$ cat config.mk
export PLATFORM = sky130hd
export DESIGN_NAME = hazard_stall_ctrl
export DESIGN_NICKNAME = d
export VERILOG_FILES = /design/src/rtl/hazard_stall_ctrl.sv
export SDC_FILE = /design/constraint.sdc
export NUM_CORES = 1
export LEC_CHECK = 0
export ABC_AREA = 1
export CAP_MARGIN = 10
export CELL_PAD_IN_SITES_DETAIL_PLACEMENT = 1
export CELL_PAD_IN_SITES_GLOBAL_PLACEMENT = 2
export CORE_ASPECT_RATIO = 0.8
export CORE_MARGIN = 2
export CORE_UTILIZATION = 32
export DETAILED_ROUTE_END_ITERATION = 8
export MAX_ROUTING_LAYER = met4
export PLACE_DENSITY = 0.95
export SLEW_MARGIN = 20
export SYNTH_ARGS = -nofsm -noshare
export SYNTH_HDL_FRONTEND = slang
export SYNTH_SLANG_ARGS = --single-unit
export TNS_END_PERCENT = 20
$ cat constraint.sdc
create_clock -name clk -period 5.05 [get_ports clk]
set_input_delay 0.7575 -clock clk [delete_from_list [all_inputs] [get_ports clk]]
set_output_delay 0.7575 -clock clk [all_outputs]
set_load 0.02 [all_outputs]
$ cat src/rtl/hazard_stall_ctrl.sv
`default_nettype none
// ============================================================================
// Module   : hazard_stall_ctrl
// Brief    : Pipeline stall/flush/freeze controller with stall timeout and
//            saturating performance counters.
// Revision : 1.0 - initial release
// ============================================================================
module hazard_stall_ctrl #(
    parameter int CNT_W     = 16,
    parameter int FLUSH_LEN = 2,
    parameter int MAX_STALL = 8
) (
    input  logic             clk,
    input  logic             rst,
    input  logic             hazard_detected,
    input  logic             branch_taken,
    input  logic             mem_busy,
    input  logic             clr_timeout,
    output logic             pc_we,
    output logic             if_id_we,
    output logic             if_id_flush,
    output logic             id_ex_bubble,
    output logic             global_stall,
    output logic [1:0]       state,
    output logic             stall_timeout,
    output logic [CNT_W-1:0] stall_cycles,
    output logic [CNT_W-1:0] flush_cycles
);

    localparam logic [2:0]       c_FLUSH_INIT = 3'(FLUSH_LEN - 1);
    localparam logic [7:0]       c_MAX_STALL  = 8'(MAX_STALL);
    localparam logic [CNT_W-1:0] c_CNT_MAX    = '1;
    localparam logic [CNT_W-1:0] c_CNT_ONE    = CNT_W'(1);

    typedef enum logic [1:0] {
        ST_RUN   = 2'd0,
        ST_HAZ   = 2'd1,
        ST_FLUSH = 2'd2,
        ST_MEMW  = 2'd3
    } state_t;

    state_t     r_state;
    state_t     r_ret;
    logic [2:0] r_cnt;
    logic [7:0] r_streak;

    logic w_active;
    logic w_flush_req;
    logic w_haz_req;
    logic w_to_set;

    assign w_active    = (r_state == ST_RUN) || (r_state == ST_HAZ);
    assign w_flush_req = (r_state == ST_FLUSH) || (w_active && branch_taken);
    assign w_haz_req   = w_active && hazard_detected;
    // Timeout fires only on the increment that lands exactly on MAX_STALL.
    assign w_to_set    = !mem_busy && !w_flush_req && w_haz_req &&
                         (r_streak != c_MAX_STALL) &&
                         ((r_streak + 8'd1) == c_MAX_STALL);
    assign state       = r_state;

    always_comb begin
        pc_we        = 1'b1;
        if_id_we     = 1'b1;
        if_id_flush  = 1'b0;
        id_ex_bubble = 1'b0;
        global_stall = 1'b0;
        if (rst) begin
            pc_we        = 1'b0;
            if_id_we     = 1'b0;
            if_id_flush  = 1'b1;
            id_ex_bubble = 1'b1;
        end else if (mem_busy) begin
            global_stall = 1'b1;
            pc_we        = 1'b0;
            if_id_we     = 1'b0;
        end else if (w_flush_req) begin
            if_id_flush  = 1'b1;
            id_ex_bubble = 1'b1;
        end else if (w_haz_req) begin
            pc_we        = 1'b0;
            if_id_we     = 1'b0;
            id_ex_bubble = 1'b1;
        end
    end

    always_ff @(posedge clk or posedge rst) begin
        if (rst) begin
            r_state       <= ST_RUN;
            r_ret         <= ST_RUN;
            r_cnt         <= 3'd0;
            r_streak      <= 8'd0;
            stall_timeout <= 1'b0;
            stall_cycles  <= '0;
            flush_cycles  <= '0;
        end else begin
            if (w_to_set) begin
                stall_timeout <= 1'b1;
            end else if (clr_timeout) begin
                stall_timeout <= 1'b0;
            end

            if (mem_busy) begin
                if (r_state != ST_MEMW) begin
                    r_ret <= r_state;
                end
                r_state <= ST_MEMW;
            end else if (r_state == ST_MEMW) begin
                r_state <= r_ret;
            end else if (r_state == ST_FLUSH) begin
                if (flush_cycles != c_CNT_MAX) begin
                    flush_cycles <= flush_cycles + c_CNT_ONE;
                end
                r_cnt <= r_cnt - 3'd1;
                if (r_cnt <= 3'd1) begin
                    r_state <= ST_RUN;
                end
            end else if (branch_taken) begin
                if (flush_cycles != c_CNT_MAX) begin
                    flush_cycles <= flush_cycles + c_CNT_ONE;
                end
                r_cnt    <= c_FLUSH_INIT;
                r_streak <= 8'd0;
                r_state  <= (FLUSH_LEN > 1) ? ST_FLUSH : ST_RUN;
            end else if (hazard_detected) begin
                if (stall_cycles != c_CNT_MAX) begin
                    stall_cycles <= stall_cycles + c_CNT_ONE;
                end
                if (r_streak != c_MAX_STALL) begin
                    r_streak <= r_streak + 8'd1;
                end
                r_state <= ST_HAZ;
            end else begin
                r_streak <= 8'd0;
                r_state  <= ST_RUN;
            end
        end
    end

endmodule
`default_nettype wire
==> results of run 1 <==
cell type report:
type	instances	area share, %
repair buffers	46	12.7
clock inverters	1	0.139
multi-input cells	315	41.9
flip-flops and latches	48	33.4
well taps	115	4.00
inverters	41	4.28
clock buffers	6	3.58
routing by layer:
| layer | share of wire, % | vias to the layer above | track usage [%] | routed length, um |
|---|---|---|---|---|
| met1 | 49 | 1298 | 22.7 | 3780 |
| met2 | 48 | 31 | 29.9 | 3710 |
| met4 | 0.66 | 0 | 3.75 | 51 |
| met5 | 0 | - | - | 0 |
| met3 | 1.9 | 4 | 2.31 | 150 |
| li1 | - | 1358 | - | - |
power groups by stage:
stage               Sequential [mW]  Combinational [mW]  Clock [mW]
CTS                           0.513               0.369       0.331
detailed placement            0.519               0.366           0
global route                  0.523               0.415       0.350
global placement              0.516               0.353           0
finish                        0.511               0.359       0.321
floorplan                     0.539               0.202           0
final timing paths:
path	slack (ns)	depth (start not counted)	to	startpoint
setup / recovery	1.85	5	id_ex_bubble	mem_busy
hold / removal	0.48	2	stall_timeout	stall_timeout
setup reg to reg	3.15	7	flush_cycles[8]	flush_cycles[0]
max in group asynchronous	3.48	3	stall_timeout	rst
hold reg to reg	0.48	2	stall_timeout	stall_timeout
min in group asynchronous	0.78	2	r_cnt[0]	rst
kinds of logic (layout without fill, tap and decap cells):
kind of cell | Yosys count | in the layout
AOI/OAI and AO/OA | 20 | 20
and+or+nand+nor | 265 | 265
DFF | 48 | 48
xor gates and xnor gates | 23 | 23
buffers and inverters | 47 | 94
adders and majority gates | 6 | 6
muxes | 1 | 1
flip-flops by register name, indices dropped and copies added (netlist names):
| signal | count |
|---|---|
| stall_timeout | 1 |
| state | 2 |
| r_streak | 8 |
| stall_cycles | 16 |
| r_ret | 2 |
| r_cnt | 3 |
| flush_cycles | 16 |
layout by cell type, fill, tap and decap left out, types with 9 or more instances in the layout:
| cell | count |
|---|---|
| clkdlybuf4s50_1 | 45 |
| dfrtp_1 | 48 |
| inv_1 | 36 |
| nand2_1 | 181 |
| nand3_1 | 22 |
| nor2_1 | 40 |
| o21ai_0 | 13 |
| xnor2_1 | 14 |
| xor2_1 | 9 |
metrics by stage:
| stage | setup WS, ns | hold WS, ns | utilization, % | cell area, sq um |
|---|---|---|---|---|
| after floorplan | 1.82 | 0.464 | - | 2910 |
| after global placement | 1.88 | 0.474 | 38.7 | 3460 |
| after detailed placement | 1.84 | 0.470 | 38.7 | 3460 |
| after CTS | 1.83 | 0.486 | 40.1 | 3600 |
| after global routing | 1.71 | 0.508 | 40.1 | 3600 |
| final | 1.85 | 0.477 | 40.1 | 3600 |
critical path, stage by stage:
cell and delay [ns]:
clkdlybuf4s50_1 0.45, inv_1 0.21, nand3_1 0.21, o311ai_0 0.14
clkdlybuf4s50_1 0.67
==> impl_results.md, run 1 <==
- Outcome: finished, final reports clean
- Initial core utilization: 32.5%
- Max cap viols: 0
- Critical path class: in -> out
- Port Buffers: 45
- CTS Root Cell: clkbuf_16
- Synth Area in Adders: 2.58%
- Drt first-iter violations: 107
- Seq/Total Area, Yosys: 41.3%
- LEAKAGE: 1.66 nW
- Max Clock Skew: 0.00253 ns
- P_int: 768 uW
- # hold bufs at CTS: 0
- Most common cell in the synthesized netlist: nand2_1
- Routed len/inst: 13.4 um
- Storage cell area: 1200 sq um
- Routability Congestion: 0.784
- Die Y: 89.3 um
- Via count: 2691
- DRC viols: 0
- N_diodes: 0
- Synthesized area: 2910 sq um
- Syn nets: 422
- Die footprint: 9870 sq um
- Clk_lat worst skew: 0.28 ns
- IR drop worst, VDD: 0.195 mV
- PostCTS Resize Cnt: 0
- Placed Cells: 565
- Critical path data required time: 4.29 ns
- Initial antenna violation count: 0
- Synth area leaders: dfrtp_1, nand2_1, nor2_1, inv_1, xnor2_1
- Number of synthesized flops with an enable pin: 0
- Flops & latches, synth: 48
- Area share of the largest cell type after synthesis: 41.3%
- Net switching power: 423 uW
- Ys flop type: dfrtp_1
- Synth area leader: dfrtp_1
- Drt pass-1 iters: 4
- Largest net degree at the start of global routing: 41
- Largest family of logic cells by synthesized area: simple AND/OR/NAND/NOR gates
- Crit-path max FO: 7
- Avg Inst Size Synth: 7.09 sq um
- Final Hold Fails: 0
- CTS buffer count: 5
- Worst Max-Slew Pin Slew: 0.659 ns
- Cells after synthesis: 410
- Core Area: 8960 sq um
- Final ANT Viol Nets: 0
- Crit path DAT: 2.44 ns
- RSZ-0062 raised after global routing: false
- Final Power: 1.19 mW
- Postcts setup bufs: 0
- Nets: 469
- Filler Cell Count: 1122
- Power per cell area: 331 nW/um^2
- Placement Rows: 31
- Max transition margin: 56.0%
- Cell variety after synth: 30
- CTS tree: done
- Vias in the first global route: 2859
- Post-synthesis compound-gate area fraction: 4.30%
- Mux cell area share after synthesis: 0.387%
- Total negative slack: 0 ns
- Worst Setup Start Kind: input pin
- Post-Route WL: 7690 um
- Footprint of the multi-input gates: 1510 sq um
- Chip Width: 111 um
- Final Non-Filler Cells: 572
- Async S/R FF share, synth: 100%
- Layout Area Growth over Synthesis: 23.7%
- Final setup vio count: 0
- Fmax: 313 MHz
- Top cells by count, synth: nand2_1, dfrtp_1, nor2_1
- Seq pwr share: 42.9%
- Hold Path Class: reg -> reg
- DP HPWL: 5790 um
- First-pass GRT wire length: 13600 um
- Simple-gate area share of the yosys netlist: 37.6%
- CTS Buffer Depth: 2
- Gate power share: 30.2%
- Proportion of layout cells with a drive suffix above 1: 4.60%
- CTS sink cnt: 48
- Switch share: 35.5%
- Tot GR Track Use: 17.5%
- Synth Area in XOR/XNOR: 6.93%
- Final period utilization: 63.3%
- GRT overflow: 0
- Clock share of power: 26.9%
- Critical Path Sink Type: primary output
- IO Count: 46
- Yosys warnings: 0
- H-tree depth: 2
- Max Slew Vio Count: 0
- Clk slew on worst S/H paths: 0.06 ns
- Via density: 4.70
- Crit path time final: 3.20 ns
(Power assumes the default switching activity.)
==> run 2, diff against run 1 <==
--- a/config.mk
+++ b/config.mk
@@ -11,10 +11,10 @@
 export CELL_PAD_IN_SITES_GLOBAL_PLACEMENT = 2
 export CORE_ASPECT_RATIO = 0.8
 export CORE_MARGIN = 2
-export CORE_UTILIZATION = 32
+export CORE_UTILIZATION = 30
 export DETAILED_ROUTE_END_ITERATION = 8
 export MAX_ROUTING_LAYER = met4
-export PLACE_DENSITY = 0.95
+export PLACE_DENSITY = 0.92
 export SLEW_MARGIN = 20
 export SYNTH_ARGS = -nofsm -noshare
 export SYNTH_HDL_FRONTEND = slang
==> constraint.sdc (replaced) <==
create_clock -name clk -period 3.3 [get_ports clk]
set_input_delay 0.495 -clock clk [delete_from_list [all_inputs] [get_ports clk]]
set_output_delay 0.495 -clock clk [all_outputs]
set_load 0.02 [all_outputs]
==> run 2 against run 1 <==
First-iteration DRC count grew 12%. Wire length increased by 2.4%. Sequential share of layout area is 0.20 points lower. Combinational power is 58% higher. Die area rose by 6.4%. Cell area rose by 0.59%. Critical endpoint unchanged. Largest power group unchanged.
==> impl_results.md, run 2 (same netlist as run 1, synthesis figures left out) <==
- DP HPWL: 5920 um
- Critical path class: in -> out
- PostCTS Resize Cnt: 0
- Clk slew on worst S/H paths: 0.07 ns
- Hold Path Class: reg -> reg
- Port Buffers: 45
- Critical Path Sink Type: primary output
- Drt first-iter violations: 120
- Proportion of layout cells with a drive suffix above 1: 4.80%
- Routability Congestion: 0.789
- Via density: 4.70
- CTS buffer count: 5
- Max Clock Skew: 0.00932 ns
- First-pass GRT wire length: 13800 um
- CTS Buffer Depth: 2
- Tot GR Track Use: 16.5%
- IO Count: 46
- Critical path data required time: 2.80 ns
- Final setup vio count: 0
- DRC viols: 0
- Chip Width: 114 um
- Largest net degree at the start of global routing: 38
- Max transition margin: 50.6%
- Worst Setup Start Kind: input pin
- RSZ-0062 raised after global routing: false
- Outcome: finished, final reports clean
- Final ANT Viol Nets: 0
- Design area: 3620 sq um
- Cell Area, Placed: 3470 sq um
- Storage cell area: 1200 sq um
- Post-Route WL: 7880 um
- # hold bufs at CTS: 0
- Worst Max-Slew Pin Slew: 0.741 ns
- Nets: 469
- Layout Area Growth over Synthesis: 24.4%
- Footprint of the multi-input gates: 1510 sq um
- Filler Cell Count: 1208
- Initial core utilization: 30.5%
- Max cap viols: 0
- Max Slew Vio Count: 0
- IR drop worst, VDD: 0.229 mV
- Vias in the first global route: 2845
- Routed len/inst: 13.7 um
- Final Hold Fails: 0
- Clk_lat worst skew: 0.29 ns
- CTS tree: done
- Crit-path max FO: 7
- GRT overflow: 0
- Postcts setup bufs: 0
- LEAKAGE: 1.66 nW
- Crit path time final: 2.71 ns
- Crit path DAT: 2.21 ns
- Fmax: 369 MHz
- Final period utilization: 82.0%
- Total negative slack: 0 ns
- N_diodes: 0
- R2R Setup Slk: 1.34 ns
- Drt pass-1 iters: 4
- H-tree depth: 2
- Initial antenna violation count: 0
- Power per cell area: 518 nW/um^2
- CTS sink cnt: 48
- Largest regs: flush_cycles: 16 flops, stall_cycles: 16 flops, r_streak: 8 flops
- Die footprint: 10500 sq um
- Commonest non-fill, non-tap cell in the layout: nand2_1
- Die Y: 92.1 um
- Via count: 2710
- Placement Rows: 32
- CTS Root Cell: clkbuf_16
- Core Area: 9530 sq um
- Most frequent cells in the layout: nand2_1, dfrtp_1, clkdlybuf4s50_1, nor2_1, inv_1
run 2: layout make-up:
cell class / count / area share (%)
clock buffers: 7 / 3.94
clock inverters: 1 / 0.207
inverters: 41 / 4.25
multi-input cells: 315 / 41.6
flip-flops and latches: 48 / 33.2
well taps: 119 / 4.11
repair buffers: 46 / 12.7
run 2: stage by stage:
step,worst slack [ns],instances,hold slack [ns],util (%),total power [mW]
2_1_floorplan,0.594,410,0.464,-,1.13
3_3_place_gp,0.585,569,0.471,36.4,1.33
3_5_place_dp,0.559,569,0.487,36.4,1.37
4_1_cts,0.552,577,0.505,38.0,1.90
5_1_grt,0.452,577,0.525,38.0,2.01
6_report,0.593,577,0.500,38.0,1.87
run 2: critical path, stage by stage:
cell             delay, ns
clkdlybuf4s50_1       0.44
inv_1                 0.18
nand3_1               0.24
o311ai_0              0.17
clkdlybuf4s50_1       0.68
run 2: where the power goes:
part	internal, mW	leakage (nW)	switching [mW]	total [mW]
Combinational	0.228	0.949	0.341	0.569
Clock	0.303	0.0701	0.225	0.527
Sequential	0.673	0.645	0.106	0.778
Total	1.20	1.66	0.672	1.87
run 2: final timing paths:
| path | start | end | depth (start not counted) |
|---|---|---|---|
| setup / recovery | mem_busy | id_ex_bubble | 5 |
| hold / removal | stall_timeout | stall_timeout | 2 |
| setup reg to reg | flush_cycles[0] | flush_cycles[0] | 8 |
| hold reg to reg | stall_timeout | stall_timeout | 2 |
| max in group asynchronous | rst | stall_cycles[10] | 3 |
| min in group asynchronous | rst | r_ret[0] | 2 |
run 2: metal layers:
| metal | GRT usage [%] | share of wire, % |
|---|---|---|
| met4 | 3.35 | 0.55 |
| met3 | 2.31 | 2.4 |
| met5 | - | 0 |
| met2 | 27.7 | 49 |
| met1 | 21.3 | 48 |
